File: src/rtl/diamonds_grid_ctrl_pkg.sv
`default_nettype none
// ============================================================================
// Package     : diamonds_pkg
// Description : Shared constants and FSM state type for the diamond grid
//               controller (tile grid geometry, index widths, blink length).
// Revision    : 1.0 - initial release
// ============================================================================
package diamonds_pkg;

  localparam int GRID_COLS    = 20;                      // tiles per row
  localparam int GRID_ROWS    = 15;                      // tiles per column
  localparam int TILE_BITS    = 5;                       // 32 px tiles
  localparam int N_TILES      = GRID_COLS * GRID_ROWS;   // 300 tiles
  localparam int IDX_W        = $clog2(N_TILES);         // tile index width
  localparam int CNT_W        = 9;                       // diamond count width
  localparam int COORD_W      = 11;                      // screen coordinate width
  localparam int BLINK_FRAMES = 16;                      // blink length before removal

  typedef enum logic [1:0] {
    IDLE        = 2'd0,
    LOAD        = 2'd1,
    ACTIVE      = 2'd2,
    HIT_PENDING = 2'd3
  } state_t;

endpackage
`default_nettype wire

File: src/rtl/diamonds_grid_ctrl_if.sv
`default_nettype none
// ============================================================================
// Interface   : diamonds_grid_ctrl_if
// Description : Scan/level/collision bundle between the video pipeline and
//               the diamond grid controller.
//   master : drives pixelX/pixelY, startOfFrame, loadLevel, levelMask,
//            collision; receives objectExists, offsetX/Y, diamondsLeft,
//            diamondCollected, levelDone.
//   slave  : the controller side (directions mirrored).
// Revision    : 1.0 - initial release
// ============================================================================
interface diamonds_grid_ctrl_if;
  import diamonds_pkg::*;

  logic [COORD_W-1:0] pixelX;
  logic [COORD_W-1:0] pixelY;
  logic               startOfFrame;
  logic               loadLevel;
  logic [N_TILES-1:0] levelMask;
  logic               collision;
  logic               objectExists;
  logic [COORD_W-1:0] offsetX;
  logic [COORD_W-1:0] offsetY;
  logic [CNT_W-1:0]   diamondsLeft;
  logic               diamondCollected;
  logic               levelDone;

  modport master (
    output pixelX, pixelY, startOfFrame, loadLevel, levelMask, collision,
    input  objectExists, offsetX, offsetY, diamondsLeft, diamondCollected, levelDone
  );

  modport slave (
    input  pixelX, pixelY, startOfFrame, loadLevel, levelMask, collision,
    output objectExists, offsetX, offsetY, diamondsLeft, diamondCollected, levelDone
  );

endinterface
`default_nettype wire

File: src/rtl/diamonds_grid_ctrl.sv
`default_nettype none
// ============================================================================
// Module      : diamonds_grid_ctrl
// Description : Per-tile diamond presence map on a 32x32 tile grid. Produces
//               objectExists and in-tile offsets for the current scan pixel
//               (1-cycle latency), collects a diamond on an aligned collision
//               at the next frame boundary, and tracks the remaining count
//               and level completion.
// Ports       : clk, reset (sync, active-high); bus (diamonds_grid_ctrl_if
//               slave) carrying scan position, frame/level controls, level
//               mask, collision flag and all outputs.
// Options     : DIAMONDS_BLINK_EN - hit diamond blinks for BLINK_FRAMES
//               frames before it is removed.
// Revision    : 1.0 - initial release
// ============================================================================
module diamonds_grid_ctrl
  import diamonds_pkg::*;
#(
  parameter int HIT_DELAY = 2
) (
  input  logic                 clk,
  input  logic                 reset,
  diamonds_grid_ctrl_if.slave  bus
);

  // Pixel index travels through the output register plus the downstream
  // bitmap and hit-detect stages before its collision flag comes back.
  localparam int c_pipe_depth = 1 + HIT_DELAY;

  // ---------------- tile math ----------------
  logic [COORD_W-TILE_BITS-1:0] w_tile_col;
  logic [COORD_W-TILE_BITS-1:0] w_tile_row;
  logic                         w_in_grid;
  logic [IDX_W-1:0]             w_idx;

  assign w_tile_col = bus.pixelX[COORD_W-1:TILE_BITS];
  assign w_tile_row = bus.pixelY[COORD_W-1:TILE_BITS];
  assign w_in_grid  = (w_tile_col < (COORD_W-TILE_BITS)'(GRID_COLS)) &&
                      (w_tile_row < (COORD_W-TILE_BITS)'(GRID_ROWS));
  // Only meaningful when w_in_grid; out-of-grid values are masked.
  assign w_idx      = IDX_W'(w_tile_row) * IDX_W'(GRID_COLS) + IDX_W'(w_tile_col);

  // ---------------- state ----------------
  state_t             r_state, w_state_nxt;
  logic [N_TILES-1:0] r_map, w_map_nxt;
  logic [IDX_W-1:0]   r_scan_ptr, w_scan_ptr_nxt;
  logic [CNT_W-1:0]   r_scan_cnt, w_scan_cnt_nxt, w_scan_sum;
  logic [CNT_W-1:0]   r_left, w_left_nxt;
  logic [IDX_W-1:0]   r_hit_idx, w_hit_idx_nxt;
  logic               r_done, w_done_nxt;
  logic               r_collected, w_collected_nxt;
  logic               r_obj;
  logic [COORD_W-1:0] r_offx, r_offy;

  // ---------------- index pipeline ----------------
  logic [IDX_W-1:0]        r_idx_pipe [c_pipe_depth];
  logic [c_pipe_depth-1:0] r_vld_pipe;
  logic [IDX_W-1:0]        w_col_idx;
  logic                    w_col_vld;

  always_ff @(posedge clk) begin
    r_idx_pipe[0] <= w_idx;
    for (int i = 1; i < c_pipe_depth; i++) begin
      r_idx_pipe[i] <= r_idx_pipe[i-1];
    end
    if (reset) begin
      r_vld_pipe <= '0;
    end else begin
      r_vld_pipe <= {r_vld_pipe[c_pipe_depth-2:0], w_in_grid};
    end
  end

  assign w_col_idx = r_idx_pipe[c_pipe_depth-1];
  assign w_col_vld = r_vld_pipe[c_pipe_depth-1];

  // ---------------- optional blink ----------------
  logic w_release;     // pending hit is removed this cycle
  logic w_blink_hide;  // suppress the pending tile during its dark frames

`ifdef DIAMONDS_BLINK_EN
  logic [$clog2(BLINK_FRAMES)-1:0] r_frame_cnt;

  always_ff @(posedge clk) begin
    if (reset || bus.loadLevel || (r_state != HIT_PENDING)) begin
      r_frame_cnt <= '0;
    end else if (bus.startOfFrame) begin
      r_frame_cnt <= r_frame_cnt + 1'b1;
    end
  end

  assign w_release    = bus.startOfFrame &&
                        (r_frame_cnt == ($clog2(BLINK_FRAMES))'(BLINK_FRAMES - 1));
  assign w_blink_hide = (r_state == HIT_PENDING) && (w_idx == r_hit_idx) && r_frame_cnt[1];
`else
  assign w_release    = bus.startOfFrame;
  assign w_blink_hide = 1'b0;
`endif

  // ---------------- FSM next state / datapath ----------------
  always_comb begin
    w_state_nxt     = r_state;
    w_map_nxt       = r_map;
    w_scan_ptr_nxt  = r_scan_ptr;
    w_scan_cnt_nxt  = r_scan_cnt;
    w_left_nxt      = r_left;
    w_hit_idx_nxt   = r_hit_idx;
    w_done_nxt      = r_done;
    w_collected_nxt = 1'b0;
    w_scan_sum      = r_scan_cnt + CNT_W'(r_map[r_scan_ptr]);

    if (bus.loadLevel) begin
      // Restart from any state; a pending hit is simply forgotten.
      w_state_nxt    = LOAD;
      w_map_nxt      = bus.levelMask;
      w_scan_ptr_nxt = '0;
      w_scan_cnt_nxt = '0;
      w_left_nxt     = '0;
      w_done_nxt     = 1'b0;
    end else begin
      case (r_state)
        IDLE: ;
        LOAD: begin
          // Serial popcount, one map bit per cycle.
          if (r_scan_ptr == IDX_W'(N_TILES - 1)) begin
            w_left_nxt  = w_scan_sum;
            w_done_nxt  = (w_scan_sum == '0);
            w_state_nxt = ACTIVE;
          end else begin
            w_scan_cnt_nxt = w_scan_sum;
            w_scan_ptr_nxt = r_scan_ptr + 1'b1;
          end
        end
        ACTIVE: begin
          if (bus.collision && w_col_vld && r_map[w_col_idx]) begin
            w_hit_idx_nxt = w_col_idx;
            w_state_nxt   = HIT_PENDING;
          end
        end
        HIT_PENDING: begin
          // Collisions are ignored here, including one coinciding with release.
          if (w_release) begin
            w_map_nxt[r_hit_idx] = 1'b0;
            w_collected_nxt      = 1'b1;
            if (r_left != '0) begin
              w_left_nxt = r_left - 1'b1;
            end
            if (r_left <= CNT_W'(1)) begin
              w_done_nxt = 1'b1;
            end
            w_state_nxt = ACTIVE;
          end
        end
        default: w_state_nxt = IDLE;
      endcase
    end
  end

  // ---------------- registers ----------------
  always_ff @(posedge clk) begin
    if (reset) begin
      r_state     <= IDLE;
      r_map       <= '0;
      r_scan_ptr  <= '0;
      r_scan_cnt  <= '0;
      r_left      <= '0;
      r_hit_idx   <= '0;
      r_done      <= 1'b0;
      r_collected <= 1'b0;
      r_obj       <= 1'b0;
      r_offx      <= '0;
      r_offy      <= '0;
    end else begin
      r_state     <= w_state_nxt;
      r_map       <= w_map_nxt;
      r_scan_ptr  <= w_scan_ptr_nxt;
      r_scan_cnt  <= w_scan_cnt_nxt;
      r_left      <= w_left_nxt;
      r_hit_idx   <= w_hit_idx_nxt;
      r_done      <= w_done_nxt;
      r_collected <= w_collected_nxt;
      r_obj       <= w_in_grid && r_map[w_idx] && !w_blink_hide &&
                     ((r_state == ACTIVE) || (r_state == HIT_PENDING));
      r_offx      <= {{(COORD_W-TILE_BITS){1'b0}}, bus.pixelX[TILE_BITS-1:0]};
      r_offy      <= {{(COORD_W-TILE_BITS){1'b0}}, bus.pixelY[TILE_BITS-1:0]};
    end
  end

  assign bus.objectExists     = r_obj;
  assign bus.offsetX          = r_offx;
  assign bus.offsetY          = r_offy;
  assign bus.diamondsLeft     = r_left;
  assign bus.diamondCollected = r_collected;
  assign bus.levelDone        = r_done;

endmodule
`default_nettype wire

File: src/flat_wrapper.sv
// flat-port wrapper written by rule: the top's interface ports become plain ports
module diamonds_grid_ctrl_flat import diamonds_pkg::*;
#(
  parameter int HIT_DELAY = 2
)
  (clk, reset, bus_pixelX, bus_pixelY, bus_startOfFrame, bus_loadLevel, bus_levelMask, bus_collision, bus_objectExists, bus_offsetX, bus_offsetY, bus_diamondsLeft, bus_diamondCollected, bus_levelDone);
  diamonds_grid_ctrl_if bus_i ();
  input  logic clk;
  input  logic reset;
  input wire logic [$bits(bus_i.pixelX)-1:0] bus_pixelX;
  input wire logic [$bits(bus_i.pixelY)-1:0] bus_pixelY;
  input wire logic [$bits(bus_i.startOfFrame)-1:0] bus_startOfFrame;
  input wire logic [$bits(bus_i.loadLevel)-1:0] bus_loadLevel;
  input wire logic [$bits(bus_i.levelMask)-1:0] bus_levelMask;
  input wire logic [$bits(bus_i.collision)-1:0] bus_collision;
  output wire logic [$bits(bus_i.objectExists)-1:0] bus_objectExists;
  output wire logic [$bits(bus_i.offsetX)-1:0] bus_offsetX;
  output wire logic [$bits(bus_i.offsetY)-1:0] bus_offsetY;
  output wire logic [$bits(bus_i.diamondsLeft)-1:0] bus_diamondsLeft;
  output wire logic [$bits(bus_i.diamondCollected)-1:0] bus_diamondCollected;
  output wire logic [$bits(bus_i.levelDone)-1:0] bus_levelDone;
  assign bus_i.pixelX = bus_pixelX;
  assign bus_i.pixelY = bus_pixelY;
  assign bus_i.startOfFrame = bus_startOfFrame;
  assign bus_i.loadLevel = bus_loadLevel;
  assign bus_i.levelMask = bus_levelMask;
  assign bus_i.collision = bus_collision;
  assign bus_objectExists = bus_i.objectExists;
  assign bus_offsetX = bus_i.offsetX;
  assign bus_offsetY = bus_i.offsetY;
  assign bus_diamondsLeft = bus_i.diamondsLeft;
  assign bus_diamondCollected = bus_i.diamondCollected;
  assign bus_levelDone = bus_i.levelDone;
  diamonds_grid_ctrl #(.HIT_DELAY(HIT_DELAY)) u_core (.clk(clk), .reset(reset), .bus(bus_i));
endmodule
File: config.mk
export PLATFORM = sky130hd
export DESIGN_NAME = diamonds_grid_ctrl_flat
export DESIGN_NICKNAME = d
export VERILOG_FILES = /design/src/rtl/diamonds_grid_ctrl_pkg.sv /design/src/rtl/diamonds_grid_ctrl_if.sv /design/src/rtl/diamonds_grid_ctrl.sv /design/src/flat_wrapper.sv
export SDC_FILE = /design/constraint.sdc
export NUM_CORES = 1
export LEC_CHECK = 0
export ABC_AREA = 1
export CAP_MARGIN = 10
export CORE_ASPECT_RATIO = 1.2
export CORE_MARGIN = 4
export CORE_UTILIZATION = 40
export DETAILED_ROUTE_END_ITERATION = 7
export DONT_BUFFER_PORTS = 1
export GPL_ROUTABILITY_DRIVEN = 0
export PLACE_DENSITY = 0.59
export SKIP_LAST_GASP = 1
export SYNTH_ARGS = -nofsm -noshare
export SYNTH_HDL_FRONTEND = slang
export SYNTH_SLANG_ARGS = --single-unit
File: constraint.sdc
create_clock -name clk -period 4.5 [get_ports clk]
set_clock_uncertainty 0.2 [all_clocks]
set_input_delay 1.35 -clock clk [delete_from_list [all_inputs] [get_ports clk]]
set_output_delay 1.35 -clock clk [all_outputs]
set_load 0.05 [all_outputs]
# Word level (Yosys, flattened, before mapping)
# Memory sizes are Yosys's and may differ from the RTL's.
# Cells that the tools add are included.
dict set report totals {
  register_bits 366
  out_inout_bits 34
  ram_bits 27
  n_memories 1
}
# name depth word_bits read_ports rd_ports_with_merged_regs wr line
set memory_table {}
lappend memory_table {u_core.r_idx_pipe 3 9 3 0 3 diamonds_grid_ctrl.sv:56} ;# logic [IDX_W-1:0] r_idx_pipe [c_pipe_depth];
dict set report classes {
  eq_ne 12
  reduce_logical 23
  n_bitwise 5
  n_mux 25
  n_addsub 4
  order_cmp 8
  mul 1
}
# op count
set ops {}
lappend ops {{$mux 300} 3}
lappend ops {{$and 300x300->300} 1}
lappend ops {{$not 300->300} 1}
lappend ops {{$lt 9x10->1 const B} 4}
lappend ops {{$bmux 1 s9} 3}
lappend ops {{$mux 9} 3}
lappend ops {{$pmux 9 s2} 1}
lappend ops {{$reduce_and 4->1} 4}
lappend ops {{$add 9x1->9} 1}
lappend ops {{$add 9x1->9 const B} 1}
lappend ops {{$add 9x6->9} 1}
lappend ops {{$demux 1 s9} 1}
lappend ops {{$eq 9x9->1 const B} 1}
lappend ops {{$ge 9x1->1 const B} 1}
lappend ops {{$le 9x1->1 const B} 1}
lappend ops {{$logic_not 9->1} 1}
lappend ops {{$mux 1} 9}
lappend ops {{$reduce_bool 9->1} 1}
lappend ops {{$sub 9x1->9 const B} 1}
lappend ops {{$ne 2x1->1 const B} 4}
lappend ops {{$mul 6x3->7 const B} 1}
lappend ops {{$logic_and 1x1->1} 6}
lappend ops {{$lt 6x4->1 const B} 1}
lappend ops {{$lt 6x5->1 const B} 1}
lappend ops {{other kinds (17)} 26}

# Logic depth before layout (Yosys ltp)
dict set report logic_depth {
  word_depth 9
  depth_mapped 24
  ltp_nobuf 23
}

# Worst setup path before layout
# OpenSTA, ideal clock, no wires.
dict set report synth_path {
  kind {in2reg}
  start {in bus_pixelY[5]}
  end {reg u_core.r_obj, in the netlist u_core.bus.objectExists}
  setup_slack_ns 0.818
  arrival_ns 3.369
  stages 12
  cell_sequence {ha_1 -> fa_1 -> inv_2 -> nor2_1 -> clkbuf_1 -> nand2_1 -> nand4_1 -> nand3_1 -> nand3_1 -> nand3_1 -> a21oi_1 -> nor2_1}
}
dict set report synth_between {
  elab_chain_cells 6
  word_cells_on_any_way 8
  cone_classes {add/sub (1); mul (1); order compare (1); mux (2); reduce/logical (3)}
}
# item line
set synth_lines {}
lappend synth_lines {{start, declared} flat_wrapper.sv:11} ;# input wire logic [$bits(bus_i.pixelY)-1:0] bus_pixelY;
lappend synth_lines {{$mul 6x3->7} diamonds_grid_ctrl.sv:41} ;# assign w_idx = IDX_W'(w_tile_row) * IDX_W'(GRID_COLS) + IDX_W'(w_tile_col);
lappend synth_lines {{$add 9x6->9} diamonds_grid_ctrl.sv:41}
lappend synth_lines {{named net u_core.w_idx[3]} diamonds_grid_ctrl.sv:34} ;# logic [IDX_W-1:0] w_idx;
lappend synth_lines {{$bmux 1 s9} diamonds_grid_ctrl.sv:181} ;# r_obj <= w_in_grid && r_map[w_idx] && !w_blink_hide &&
lappend synth_lines {{$mux 1 (not written as such)} diamonds_grid_ctrl.sv:181}
lappend synth_lines {{$logic_and 1x1->1 (2 in series)} diamonds_grid_ctrl.sv:181}
lappend synth_lines {{end signal, assigned} diamonds_grid_ctrl.sv:181}
lappend synth_lines {{end, declared} diamonds_grid_ctrl.sv:52} ;# logic r_obj;
# The timed path passes the listed nets, and every way through them passes these cells. The select of a mux whose other input is x is not followed.
# A chain may end at the register's enable or synchronous reset.

# Final worst setup path
dict set report layout_path {
  start {reg u_core.r_scan_ptr[1]}
  end {reg u_core.r_done, in the netlist u_core.bus.levelDone}
}
dict set report layout_between {
  elab_chain_cells 6
  word_cells_on_any_way 9
  cone_classes {add/sub (1); eq/ne (2); mux (4); reduce/logical (2)}
}
# item line
set layout_lines {}
lappend layout_lines {{start, declared} diamonds_grid_ctrl.sv:46} ;# logic [IDX_W-1:0] r_scan_ptr, w_scan_ptr_nxt;
lappend layout_lines {{start signal, assigned} diamonds_grid_ctrl.sv:175} ;# r_scan_ptr <= w_scan_ptr_nxt;
lappend layout_lines {{$bmux 1 s9} diamonds_grid_ctrl.sv:109} ;# w_scan_sum = r_scan_cnt + CNT_W'(r_map[r_scan_ptr]);
lappend layout_lines {{$mux 1 (not written as such)} diamonds_grid_ctrl.sv:109}
lappend layout_lines {{$add 9x1->9} diamonds_grid_ctrl.sv:109}
lappend layout_lines {{$logic_not 9->1} diamonds_grid_ctrl.sv:126} ;# w_done_nxt = (w_scan_sum == '0);
lappend layout_lines {{$mux 1} diamonds_grid_ctrl.sv:124} ;# if (r_scan_ptr == IDX_W'(N_TILES - 1)) begin
lappend layout_lines {{$pmux 1 s2} diamonds_grid_ctrl.sv:120} ;# case (r_state)
lappend layout_lines {{end signal, assigned} diamonds_grid_ctrl.sv:179} ;# r_done <= w_done_nxt;
lappend layout_lines {{end, declared} diamonds_grid_ctrl.sv:50} ;# logic r_done, w_done_nxt;
# Several ways; a longest one is shown, not always the timed one. The select of a mux whose other input is x is not followed.

==> run metrics <==
worst setup margin 0.340 ns; # Max-Cap Violations 0; commonest non-fill, non-tap cell in the layout nand2_1; status finished clean; cell mode on critical path nand3_1; average size of a mapped cell 6.07 µm²; Clk pin slew, worst setup/hold paths 0.06 ns; Port-buffer cells 0; Die W 234 µm; # rows 99; setup bufs post-CTS 0; Core Box Area 0.0608 mm²; post-synthesis mux area share 0.0408%; largest family of logic cells by synthesized area compound AO/OA/AOI/OAI gates; register share of total power a little over two fifths; Ys Warns 0; setup tns final 0 ns; vias 27485; Final Max Tran Viols 0; drt pass-1 iters 7; min Tclk post-route about 4.2 ns; Final setup viols 0; worst hold path class register to register; Resize count post-CTS 0; sequential element share of the synthesized area 31.1%; Comb power frac 19.8%; WL per Instance between 20 and 25 µm; H-Tree Depth 2; Power Internal 6220 µW; Final Hold Viols 0; Netlist cell types 48; P_sw 3100 µW; Worst setup EP type register; max_slew headroom 19.6%; RSZ-0062 raised after global routing no; most frequent cells in the layout nand2_1 (1068), o21ai_0 (659), a21oi_1 (606); multi-input logic area 0.0144 mm²; clock share of power 38.3%; crit-path max FO 14; Setup WS pre-CTS 0.446 ns; Post-synth EDFFs 0; GRT Total Usage approximately a third; Req. time, crit path 4.74 ns; sw frac between 30 and 40%; global-route wire length before repair 159 mm; FF-to-FF setup slack 0.34 ns; post-route ant nets 0; CP max-delay cell clkinv_1; leak pwr 0.0101 µW; largest net degree at the start of global routing 235; hold_buf cts 0; nets 4214; die area 0.0654 mm²; DP HPWL 77.3 mm; Post-Syn Area 0.0245 mm²; CP Data Arrival Time ~4.4 ns; Slew @ Worst Pin roughly 1.2 ns; share of cells above drive strength 1 5.41%; adder-cell share of the synthesized area 1.18%; initial antenna violation count 1; vias in the first global route 24108; grt ovf 0; Num CTS Buffers 44; Worst-Skew Late Latency 0.60 ns; worst stage delay on the critical path 0.45 ns; crit share post-route 92.4%; critical path class register to register; Most used DFF post-synth dfxtp_1; startpoint type of the worst setup path register; Detailed Route Iter0 Violations 3264; Fillers 6510; Initial Utilization 40.4%; P per Cell Area 351 mW/mm²; critical path cell sequence clkinv_1, buf_4, a21oi_1, o21ai_0, nand3_1, nand3_1, nand3_1, nand3_1, nand2_1, o21bai_1, nand4_1, nand2_1, nand2_1, ha_1, ha_1, nand3_1, nor2_1, nand2_1, xor2_1, nor3_1, a311oi_1, nor3_1; Tot Pwr 9320 µW; Synth Area in Compound Gates 30.1%; flops & latches, synth 381; FFs w/ async S/R, synth 0%; Seq. cell area 0.00764 mm²; DRC 0; simple-gate share of the synthesized area 26.2%; CTS sink cnt 381; Worst VDD drop 241 µV; Final Routed Wirelength 110 mm; CTS tree done; Root Driver clkbuf_16; CTS max path bufs 3; Post-Syn Instances 4045; Max Fclk between 0.2 and 0.25 GHz; Top Ports about 360; Die H ~280 µm; XOR/XNOR share of the synthesized area 0.535%; area delta synth->final 8.11%; post-DR vias/cell 5.84
==> synth_stat cells, drive strengths merged, types with 2 or more instances <==
cell type	count	area share, %
nor2	196	3.0
o221ai	2	0.071
nor3	13	0.31
a211oi	2	0.061
a31oi	5	0.19
nand3	262	5.3
nand2	1071	16
ha	20	1.0
o22ai	10	0.25
o21ai	667	14
nand4	25	0.70
clkinv	5	0.076
nor3b	2	0.061
nor4	8	0.38
o211ai	102	3.1
clkbuf	246	3.8
dfxtp	381	31
fa	2	0.16
inv	302	4.6
o21a	2	0.061
buf	88	2.3
xnor2	4	0.14
o31ai	3	0.092
xor2	11	0.39
a21oi	608	12
==> flip-flops by register name (all words and copies together), names as in the netlist <==
name and cells:
u_core.r_vld_pipe 3, u_core.bus.offsetX 5, u_core.r_scan_ptr 9, u_core.r_state 2
u_core.bus.objectExists 1, u_core.bus.offsetY 5, u_core.r_idx_pipe 27, u_core.bus.diamondsLeft 9
u_core.bus.diamondCollected 1, u_core.r_map 300, u_core.r_scan_cnt 9, u_core.bus.levelDone 1
u_core.r_hit_idx 9
==> worst paths after layout <==
kind                                                         from                           endpoint  depth (start not counted)
worst max-delay path            u_core.r_scan_ptr[1]$_SDFFE_PP0P_  u_core.bus.levelDone$_SDFFE_PP0P_                         22
worst min-delay path             u_core.r_idx_pipe[0][17]$_DFF_P_   u_core.r_idx_pipe[0][26]$_DFF_P_                          0
worst max register to register  u_core.r_scan_ptr[1]$_SDFFE_PP0P_  u_core.bus.levelDone$_SDFFE_PP0P_                         22
worst min register to register   u_core.r_idx_pipe[0][17]$_DFF_P_   u_core.r_idx_pipe[0][26]$_DFF_P_                          0
==> final cells by class <==
cell class | count | share of cell area (%)
antenna | 1 | 0.00943
multi-input combinational | 3034 | 54.2
clock buffer | 65 | 4.94
sequential | 381 | 28.8
inverter | 307 | 4.40
tap | 808 | 3.81
clock inverter | 14 | 0.363
timing repair buffer | 97 | 3.45
==> power groups by stage <==
stage	sequential (µW)	combinational [µW]	clock, µW
after floorplan	3850	1310	0
after global placement	3960	1780	0
after detailed placement	3960	1790	0
after CTS	3890	1800	3630
after global routing	3920	2010	3740
final	3910	1840	3570
==> through the flow <==
| stage | std cells | cell area [µm²] | hold slack, ns | util [%] |
|---|---|---|---|---|
| 6_report | 4707 | 26500 | 0.121 | 43.6 |
| 5_1_grt | 4706 | 26500 | 0.119 | 43.6 |
| 4_1_cts | 4705 | 26500 | 0.116 | 43.6 |
| 3_5_place_dp | 4626 | 25100 | 0.112 | 41.3 |
| 3_3_place_gp | 4626 | 25100 | 0.110 | 41.3 |
| 2_1_floorplan | 4056 | 24600 | 0.110 | - |
==> cells by family after synthesis <==
| family | after synthesis |
|---|---|
| buffers and inverters | 641 |
| AO/OA/AOI/OAI | 1407 |
| XOR/XNOR | 15 |
| other | 1 |
| AND/OR/NAND/NOR | 1577 |
| adder cells (fa/ha/maj) | 22 |
| flip-flops | 381 |
| multiplexers | 1 |
==> worst max-delay path: cells and delay by family, from the launching register on <==
family	cells	cell delay, ns
buffers and inverters	2	0.85
AO/OA/AOI/OAI	4	0.51
adder cells (fa/ha/maj)	2	0.42
AND/OR/NAND/NOR	13	1.43
flip-flops	1	0.36
XOR/XNOR	1	0.24
==> layer usage <==
| layer | share of wire, % | wire length (µm) | GRT usage, % |
|---|---|---|---|
| met1 | 41 | 44800 | 42.5 |
| met2 | 45 | 49300 | 50.7 |
| met3 | 9.1 | 10100 | 5.18 |
| met4 | 5.5 | 6090 | 15.0 |
| met5 | 0 | 0 | 0 |
(Power assumes the default switching activity.)
